$ cat src/rtl/tx_symbols_pkg.sv
// ---------------------------------------------------------------------------
// tx_symbols_pkg
// Shared definitions for the transmit framing path: the framing/ordered-set
// symbol values, the select codes for the 4-way transmit symbol mux, the
// framer state enum and the packet-boundary decision helper.
// ---------------------------------------------------------------------------
package tx_symbols_pkg;

   // Symbol and mux select widths
   localparam int SYM_W = 8;
   localparam int SEL_W = 2;

   // Framing and ordered-set symbols
   localparam logic [SYM_W-1:0] SYM_STP = 8'hFB;
   localparam logic [SYM_W-1:0] SYM_END = 8'hFD;
   localparam logic [SYM_W-1:0] SYM_EDB = 8'hFE;
   localparam logic [SYM_W-1:0] SYM_COM = 8'hBC;
   localparam logic [SYM_W-1:0] SYM_SKP = 8'h1C;
   localparam logic [SYM_W-1:0] SYM_IDL = 8'h7C;

   // Select codes for the downstream symbol mux
   localparam logic [SEL_W-1:0] SEL_DATA = 2'b00;
   localparam logic [SEL_W-1:0] SEL_SE   = 2'b01;
   localparam logic [SEL_W-1:0] SEL_OS   = 2'b10;
   localparam logic [SEL_W-1:0] SEL_COM  = 2'b11;

   // Framer states; every output except data_pop is a pure decode of these
   typedef enum logic [2:0] {
      ST_IDLE    = 3'd0,
      ST_STP     = 3'd1,
      ST_DATA    = 3'd2,
      ST_END     = 3'd3,
      ST_EDB     = 3'd4,
      ST_SKP_COM = 3'd5,
      ST_SKP     = 3'd6
   } txState_e;

   // Decision taken whenever the link sits at a packet boundary: a pending
   // SKP request always wins over a packet waiting in the buffer, so the
   // clock-compensation set is never starved by back-to-back traffic.
   function automatic txState_e boundaryNext(input logic skpPending,
                                             input logic dataAvail);
      txState_e nxt;
      if (skpPending) begin
         nxt = ST_SKP_COM;
      end else if (dataAvail) begin
         nxt = ST_STP;
      end else begin
         nxt = ST_IDLE;
      end
      return nxt;
   endfunction

endpackage

$ cat src/rtl/tx_framer_if.sv
// ---------------------------------------------------------------------------
// tx_framer_if
// Bundles the transmit-buffer handshake and the symbol-mux controls that the
// framer drives.
//   data_avail  : buffer head byte valid              (buffer -> framer)
//   data_last   : head byte ends the current packet   (buffer -> framer)
//   data_pop    : consume head byte this cycle        (framer -> buffer)
//   control     : mux select 00 data/01 SE/10 OS/11 COM (framer -> mux)
//   start_end   : framing character                   (framer -> mux)
//   ordered_set : ordered-set / idle symbol           (framer -> mux)
//   logical_COM : COM symbol, constant                (framer -> mux)
//   underrun    : packet ended with EDB this cycle    (framer -> status)
// Modport master is the framer side, slave is the buffer/mux side.
// ---------------------------------------------------------------------------
interface tx_framer_if;
   import tx_symbols_pkg::*;

   logic             data_avail;
   logic             data_last;
   logic             data_pop;
   logic [SEL_W-1:0] control;
   logic [SYM_W-1:0] start_end;
   logic [SYM_W-1:0] ordered_set;
   logic [SYM_W-1:0] logical_COM;
   logic             underrun;

   modport master (
      input  data_avail,
      input  data_last,
      output data_pop,
      output control,
      output start_end,
      output ordered_set,
      output logical_COM,
      output underrun
   );

   modport slave (
      output data_avail,
      output data_last,
      input  data_pop,
      input  control,
      input  start_end,
      input  ordered_set,
      input  logical_COM,
      input  underrun
   );

endinterface

$ cat src/rtl/tx_framer_skp_timer.sv
// ---------------------------------------------------------------------------
// skp_timer
// Free-running SKP interval timer. Counts every clock regardless of traffic
// and raises skp_req once per SKP_INTERVAL cycles. The request stays high
// until the framer acknowledges it by entering its COM state.
//   clk      : transmit clock
//   reset_L  : asynchronous active-low reset
//   skp_ack  : framer is entering the SKP_COM state this cycle
//   skp_req  : an SKP ordered set is owed at the next packet boundary
// ---------------------------------------------------------------------------
module skp_timer
   import tx_symbols_pkg::*;
#(
   parameter int SKP_INTERVAL = 1180,
   parameter int CNT_W        = 11
) (
   input  logic clk,
   input  logic reset_L,
   input  logic skp_ack,
   output logic skp_req
);

   localparam logic [CNT_W-1:0] CNT_LAST = CNT_W'(SKP_INTERVAL - 1);

   logic [CNT_W-1:0] count_q;
   logic [CNT_W-1:0] count_d;
   logic             pending_q;
   logic             pending_d;
   logic             expire;

   // Interval counter and request flag next-state. An expiry always leaves
   // the request set, even when it coincides with an acknowledge; that is
   // what produces a back-to-back SKP set instead of silently losing one.
   // Requests never stack: a second expiry while pending changes nothing.
   always_comb begin
      expire    = (count_q == CNT_LAST);
      count_d   = expire ? '0 : count_q + CNT_W'(1);
      pending_d = pending_q;
      if (expire) begin
         pending_d = 1'b1;
      end else if (skp_ack) begin
         pending_d = 1'b0;
      end
   end

   // Timer state registers
   always_ff @(posedge clk or negedge reset_L) begin
      if (!reset_L) begin
         count_q   <= '0;
         pending_q <= 1'b0;
      end else begin
         count_q   <= count_d;
         pending_q <= pending_d;
      end
   end

   assign skp_req = pending_q;

endmodule

$ cat src/rtl/tx_framer.sv
// ---------------------------------------------------------------------------
// tx_framer
// Transmit framing sequencer. Brackets each packet pulled from the transmit
// buffer with STP/END, terminates a starved packet with EDB, inserts a
// COM + SKP_LEN x SKP ordered set at packet boundaries whenever the interval
// timer requests one, and fills every other cycle with logical idle.
//   clk      : transmit clock, all state on rising edge
//   reset_L  : asynchronous active-low reset
//   txBus    : tx_framer_if.master (buffer handshake + symbol-mux controls)
// ---------------------------------------------------------------------------
module tx_framer
   import tx_symbols_pkg::*;
#(
   parameter int SKP_INTERVAL = 1180,
   parameter int SKP_LEN      = 3,
   parameter int CNT_W        = 11
) (
   input logic         clk,
   input logic         reset_L,
   tx_framer_if.master txBus
);

   localparam int               IDX_W    = (SKP_LEN > 1) ? $clog2(SKP_LEN) : 1;
   localparam logic [IDX_W-1:0] SKP_LAST = IDX_W'(SKP_LEN - 1);

   txState_e         state_q;
   txState_e         state_d;
   logic [IDX_W-1:0] skpIdx_q;
   logic [IDX_W-1:0] skpIdx_d;
   logic             skpReq;
   logic             skpAck;
   logic             dataPop;
   logic [SEL_W-1:0] controlSel;
   logic [SYM_W-1:0] startEnd;
   logic [SYM_W-1:0] orderedSet;

   // Interval timer; it keeps running through packets so a request raised
   // mid-packet simply waits for the next boundary.
   skp_timer #(
      .SKP_INTERVAL (SKP_INTERVAL),
      .CNT_W        (CNT_W)
   ) u_skpTimer (
      .clk     (clk),
      .reset_L (reset_L),
      .skp_ack (skpAck),
      .skp_req (skpReq)
   );

   // Next-state logic. data_pop is only ever raised in DATA, and there it
   // follows data_avail directly so the mux samples the head byte in the
   // same cycle. A missing byte mid-packet ends the packet with EDB rather
   // than stalling the link. IDLE, END, EDB and the last SKP cycle all share
   // the same boundary decision.
   always_comb begin
      state_d  = state_q;
      skpIdx_d = skpIdx_q;
      dataPop  = 1'b0;
      case (state_q)
         ST_IDLE: begin
            state_d = boundaryNext(skpReq, txBus.data_avail);
         end
         ST_STP: begin
            state_d = ST_DATA;
         end
         ST_DATA: begin
            if (txBus.data_avail) begin
               dataPop = 1'b1;
               if (txBus.data_last) begin
                  state_d = ST_END;
               end
            end else begin
               state_d = ST_EDB;
            end
         end
         ST_END, ST_EDB: begin
            state_d = boundaryNext(skpReq, txBus.data_avail);
         end
         ST_SKP_COM: begin
            state_d  = ST_SKP;
            skpIdx_d = '0;
         end
         ST_SKP: begin
            if (skpIdx_q == SKP_LAST) begin
               state_d = boundaryNext(skpReq, txBus.data_avail);
            end else begin
               skpIdx_d = skpIdx_q + IDX_W'(1);
            end
         end
         default: begin
            state_d = ST_IDLE;
         end
      endcase
   end

   // The request is consumed on the edge that moves the framer into COM.
   // SKP_COM is never re-entered from itself, so this is a single-cycle ack.
   assign skpAck = (state_d == ST_SKP_COM) && (state_q != ST_SKP_COM);

   // State registers. An asynchronous reset abandons any packet in flight
   // without emitting END/EDB.
   always_ff @(posedge clk or negedge reset_L) begin
      if (!reset_L) begin
         state_q  <= ST_IDLE;
         skpIdx_q <= '0;
      end else begin
         state_q  <= state_d;
         skpIdx_q <= skpIdx_d;
      end
   end

   // Mux controls decoded from the registered state only, so they are valid
   // for the whole cycle the state is held. Idle is the ordered-set default.
   always_comb begin
      controlSel = SEL_OS;
      startEnd   = 8'h00;
      orderedSet = SYM_IDL;
      case (state_q)
         ST_IDLE: begin
            controlSel = SEL_OS;
         end
         ST_STP: begin
            controlSel = SEL_SE;
            startEnd   = SYM_STP;
         end
         ST_DATA: begin
            controlSel = SEL_DATA;
         end
         ST_END: begin
            controlSel = SEL_SE;
            startEnd   = SYM_END;
         end
         ST_EDB: begin
            controlSel = SEL_SE;
            startEnd   = SYM_EDB;
         end
         ST_SKP_COM: begin
            controlSel = SEL_COM;
         end
         ST_SKP: begin
            controlSel = SEL_OS;
            orderedSet = SYM_SKP;
         end
         default: begin
            controlSel = SEL_OS;
         end
      endcase
   end

   assign txBus.data_pop    = dataPop;
   assign txBus.control     = controlSel;
   assign txBus.start_end   = startEnd;
   assign txBus.ordered_set = orderedSet;
   assign txBus.logical_COM = SYM_COM;
   assign txBus.underrun    = (state_q == ST_EDB);

endmodule

$ cat src/flat_wrapper.sv
// flat-port wrapper written by rule: the top's interface ports become plain ports
module tx_framer_flat import tx_symbols_pkg::*;
#(
   parameter int SKP_INTERVAL = 1180,
   parameter int SKP_LEN      = 3,
   parameter int CNT_W        = 11
)
  (clk, reset_L, txBus_data_avail, txBus_data_last, txBus_data_pop, txBus_control, txBus_start_end, txBus_ordered_set, txBus_logical_COM, txBus_underrun);
  tx_framer_if txBus_i ();
  input logic clk;
  input logic reset_L;
  input wire logic [$bits(txBus_i.data_avail)-1:0] txBus_data_avail;
  input wire logic [$bits(txBus_i.data_last)-1:0] txBus_data_last;
  output wire logic [$bits(txBus_i.data_pop)-1:0] txBus_data_pop;
  output wire logic [$bits(txBus_i.control)-1:0] txBus_control;
  output wire logic [$bits(txBus_i.start_end)-1:0] txBus_start_end;
  output wire logic [$bits(txBus_i.ordered_set)-1:0] txBus_ordered_set;
  output wire logic [$bits(txBus_i.logical_COM)-1:0] txBus_logical_COM;
  output wire logic [$bits(txBus_i.underrun)-1:0] txBus_underrun;
  assign txBus_i.data_avail = txBus_data_avail;
  assign txBus_i.data_last = txBus_data_last;
  assign txBus_data_pop = txBus_i.data_pop;
  assign txBus_control = txBus_i.control;
  assign txBus_start_end = txBus_i.start_end;
  assign txBus_ordered_set = txBus_i.ordered_set;
  assign txBus_logical_COM = txBus_i.logical_COM;
  assign txBus_underrun = txBus_i.underrun;
  tx_framer #(.SKP_INTERVAL(SKP_INTERVAL), .SKP_LEN(SKP_LEN), .CNT_W(CNT_W)) u_core (.clk(clk), .reset_L(reset_L), .txBus(txBus_i));
endmodule
$ cat config.mk
export PLATFORM = sky130hd
export DESIGN_NAME = tx_framer_flat
export DESIGN_NICKNAME = d
export VERILOG_FILES = /design/src/rtl/tx_symbols_pkg.sv /design/src/rtl/tx_framer_if.sv /design/src/rtl/tx_framer_skp_timer.sv /design/src/rtl/tx_framer.sv /design/src/flat_wrapper.sv
export SDC_FILE = /design/constraint.sdc
export NUM_CORES = 1
export LEC_CHECK = 0
export CORE_ASPECT_RATIO = 2
export CORE_MARGIN = 2
export CORE_UTILIZATION = 26
export CTS_BUF_LIST = sky130_fd_sc_hd__clkbuf_4
export CTS_CLUSTER_SIZE = 40
export DETAILED_ROUTE_END_ITERATION = 8
export HOLD_SLACK_MARGIN = 0.02
export SYNTH_ARGS = -nofsm -noshare
export SYNTH_HDL_FRONTEND = slang
export SYNTH_SLANG_ARGS = --single-unit
$ cat constraint.sdc
create_clock -name clk -period 4.1 [get_ports clk]
set_clock_uncertainty 0.1 [all_clocks]
set_input_delay 1.025 -clock clk [delete_from_list [all_inputs] [get_ports clk]]
set_output_delay 1.025 -clock clk [all_outputs]
set_load 0.1 [all_outputs]
Yosys cells after proc, flatten, opt, wreduce, memory -nomap -nowiden
Index checks and enable logic that the tools add are counted.
Storage, ports and cells
  input bits: 4
  output and inout bits: 28
  register bits: 17
  logic and storage cells: 40
Operators by class
  mux-type cells: 16
  add/subtract/negate cells: 2
  reduce and logical (&&, ||, !) cells: 7
  equal/unequal tests: 11
Operators by type and width (number)
  8-bit case mux with 3 select lines: 1
  3-bit case mux with 5 select lines: 1
  3-bit == test, second input constant: 4
  3-bit 2-to-1 mux: 4
  11-bit by 1-bit adder with 11-bit output, second input constant: 1
  11-bit == test, second input constant: 1
  11-bit 2-to-1 mux: 1
  7-bit 2-to-1 mux: 1
  3-bit by 2-bit == test with 1-bit output, second input constant: 2
  2-bit case mux with 3 select lines: 1
  3-bit OR reduction: 2
  1-bit 2-to-1 mux: 5
  2-bit case mux with 2 select lines: 1
  2-bit nonzero test: 2
  3-bit by 1-bit == test with 1-bit output, second input constant: 1
  3-bit logical NOT: 1
  3-bit != test, second input constant: 1
  2-bit by 1-bit adder with 2-bit output, second input constant: 1
  2-bit == test, second input constant: 1
  2-bit 2-to-1 mux: 1
  2-bit != test, second input constant: 1
  2-bit AND reduction: 1
  1-bit logical AND: 1

Longest topological paths before layout
  depth after elaboration: 8
  depth in mapped cells: 6
  mapped depth without buffers: 6

Modules after synthesis
Synthesis repeated with hierarchy kept, for this count alone.
Second synthesis, totals
  cell total of the unflattened synthesis: 121
  area, all modules: 1111.1 µm²
Modules (own cells, without submodules)
  tx_framer: cells each 73, seq. area each 125.1 µm², area an instance 573.0 µm², times used 1
  skp_timer: cells each 48, seq. area each 300.3 µm², area an instance 538.0 µm², times used 1

Worst setup path after synthesis
OpenSTA, ideal clock, no wires.
  path kind: input-to-output
  start: input txBus_data_avail
  end: output txBus_data_pop
  arrival: 3237 ps
  path buffers: 0
  data required time: 2975 ps
  setup slack: -262 ps
  cell stages on the path: 2
  path through: nand2_1 -> nor3_1
On the way
  longest elaborated chain between the ends: 2
Ends and longest elaborated chain
  start, declared: RTL line flat_wrapper.sv:12  | input wire logic [$bits(txBus_i.data_avail)-1:0] txBus_data_avail;
  1-bit 2-to-1 mux: RTL line tx_framer.sv:66  | if (txBus.data_avail) begin
  1-bit 2-to-1 mux: RTL line tx_framer.sv:58  | case (state_q)
  end, declared: RTL line flat_wrapper.sv:14  | output wire logic [$bits(txBus_i.data_pop)-1:0] txBus_data_pop;
No other way between the ends.

Worst setup path in the final report
Same ends and word-level chain as after synthesis.

==> out/qor.tcl <==
set qor(sequential_cell_area_um2) 425.4
set qor(type_of_origin_of_the_critical_path) {input port}
set qor(syn-cell-area_um2) 1067
set qor(synth_edf_count) 0
set qor(numPortBuffers) 17
set qor(cp_data_arrival_time_ns) 2.15
set qor(finish_stage_setup_viols) 0
set qor(core_region_area_um2) 4005
set qor(crit_fanout) 3
set qor(multi_input_comb_area_um2) 501.7
set qor(synth_async_sr_flop_share) 1.000
set qor(critical_path_class) {in -> out}
set qor(synth_commonest_cells) {19 x buf_4, 17 x dfrtp_1, 12 x nor2_1}
set qor(layout.cell_area.non_filler_um2) 1204
set qor(cts_setup_buffers) 0
set qor(avgSynthCellArea_um2) 8.894
set qor(tritoncts_clock_tree) {done}
set qor(run_status) {finished, final reports clean}
set qor(grt_usage) 0.07756
set qor(routedWlPerCell_um) 9.344
set qor(floorplan.initialDensity) 0.2665
set qor(data_required_time_of_the_worst_path_ns) 2.97
set qor(synth_ff_type) {dfrtp_1}
set qor(synth-seq-cells) 17
set qor(clock_sink_count) 17
set qor(ctsLongestPathBuffers) 2
set qor(clock.fmax_mhz) 305.3
set qor(netlist-cell-type-count) 30
set qor(synthMostInstantiatedCell) {buf_4}
set qor(detail_route.wirelength_um) 1710
set qor(synth_cells) 120
set qor(row_count) 33
set qor(min_path_type) {reg -> reg}
set qor(max_cap_viol_count) 0
set qor(detail-route-antenna-nets) 0
set qor(grt_overflow) 0
set qor(die_area_um2) 4665
set qor(clk_latency_ns) 0.29
set qor(cp-end-kind) {primary output}
set qor(portion_of_the_post_synthesis_area_used_by_sequential_elements) 0.3986
set qor(antenna_diodes) 0
set qor(grt_antenna_before_repair) 0
set qor(timing_worst_slew_pin_value_ns) 0.7478
set qor(clkSlewWorstSetupHoldPaths_ns) 0.10
set qor(grt_max_degree) 18
set qor(cts-htree-levels) 1
set qor(first_global_vias) 643
set qor(io-pin-count) 32
set qor(vias) 738
set qor(slew_headroom) 0.4999
set qor(die_w_um) 49.31
set qor(hold_buffers) 0
set qor(cts_buffers) 3
set qor(hold_viol) 0
set qor(synth_top_cell_by_area) {dfrtp_1}
set qor(finalCriticalPeriod_ns) 3.275
set qor(global_route_wire_length_before_repair_um) 2960
set qor(layout-drive-gt1-share) 0.1832
set qor(route.detailed.vias_per_inst) 4.033
set qor(postPlaceCellArea_um2) 1174
set qor(detail_route.drc_violations) 0
set qor(routabilityCongestion) 0.7531
set qor(yosys.area.top_type_share) 0.3986
set qor(nFillCells) 447
set qor(detailedRoute.firstIterationViolations) 10
set qor(areaGrowthSynthToFinish_pct) 12.78
set qor(post-dp-hpwl_um) 1290
set qor(detailedRoute.firstPassIterationCount) 4
set qor(clockRootBuffer) {clkbuf_4}
set qor(synth_warnings) 0
set qor(layout_worst_path_cycle_share) 0.7988
set qor(chipHeight_um) 94.61
set qor(rsz0062_at_grt) {false}
set qor(finalNetCount) 138
set qor(tns_setup_ns) 0
set qor(post_cts.resized_instances) 0
set qor(synthTopCellsByArea) {dfrtp_1 40%, buf_4 13%, xnor2_1 4.9%, nor2_1 4.2%, nand2_1 3.9%}
set qor(drv_slew) 0
## worst max-delay path, stage by stage
cell             delay [ns]
clkdlybuf4s50_1        0.51
nand2_1                0.08
nor3_2                 0.31
buf_12                 0.23
## cell families (layout without fill, tap and decap cells)
group	after synthesis	after routing	synth area share
AOI/OAI and AO/OA	14	14	0.09027
xor gates and xnor gates	10	10	0.08206
adders and majority gates	2	2	0.02344
buffers and inverters	31	30	0.1782
DFF	17	17	0.3986
muxes	2	2	0.01993
other	2	14	0.007037
and+or+nand+nor	42	42	0.2005
## stage by stage
stage / hold slack [ns] / cells / util / setup slack, ns
2_1_floorplan: 0.3329 / 132 / - / 0.2564
3_3_place_gp: 0.3481 / 179 / 0.2930 / 0.8362
3_5_place_dp: 0.3547 / 179 / 0.2930 / 0.8269
4_1_cts: 0.3699 / 183 / 0.3005 / 0.8091
5_1_grt: 0.3852 / 183 / 0.3005 / 0.7653
6_report: 0.3671 / 183 / 0.3005 / 0.8249
## worst paths after layout
| kind | start | endpoint | slack [ns] | depth (start not counted) |
|---|---|---|---|---|
| min in group asynchronous | reset_L | u_core.u_skpTimer.count_q[9] | 1.07 | 1 |
| worst max-delay path | txBus_data_avail | txBus_data_pop | 0.82 | 4 |
| max in group asynchronous | reset_L | u_core.skpIdx_q[0] | 2.36 | 1 |
| worst min register to register | u_core.u_skpTimer.count_q[0] | u_core.u_skpTimer.count_q[0] | 0.37 | 1 |
| worst min-delay path | u_core.u_skpTimer.count_q[0] | u_core.u_skpTimer.count_q[0] | 0.37 | 1 |
| worst max register to register | u_core.u_skpTimer.count_q[5] | u_core.u_skpTimer.skp_req | 2.34 | 4 |
## sequential cells by signal, indices dropped and copies added (netlist names)
register	flops
u_core.u_skpTimer.skp_req	1
u_core.u_skpTimer.count_q	11
u_core.skpIdx_q	2
u_core.state_q	3
## layout make-up
| class | instances | share of cell area |
|---|---|---|
| clock buffer | 4 | 0.02495 |
| timing repair buffer | 17 | 0.1227 |
| multi-input combinational | 84 | 0.4168 |
| inverter | 9 | 0.02807 |
| sequential | 17 | 0.3534 |
| tap | 52 | 0.05405 |
## layout by cell type, fill, tap and decap left out, types with 3 or more instances in the layout
cell type / n
xnor2_1: 6
inv_1: 8
nand3_1: 7
o21ai_0: 4
conb_1: 14
nor3_1: 3
xor2_1: 4
buf_4: 13
clkbuf_4: 4
a21oi_1: 3
dfrtp_1: 17
nor2_1: 12
clkdlybuf4s50_1: 3
nand2_1: 11
## per-layer routing
metal | up-vias | share of wire | global-route usage
li1 | 384 | - | -
met1 | 349 | 0.51 | 0.1252
met2 | 5 | 0.47 | 0.1059
met3 | 0 | 0.012 | 0.009494
met4 | 0 | 0 | 0.02143
met5 | - | 0 | 0
Power is not shown: default switching activity piles up to over one toggle a cycle in this logic, so the estimate is an artifact.
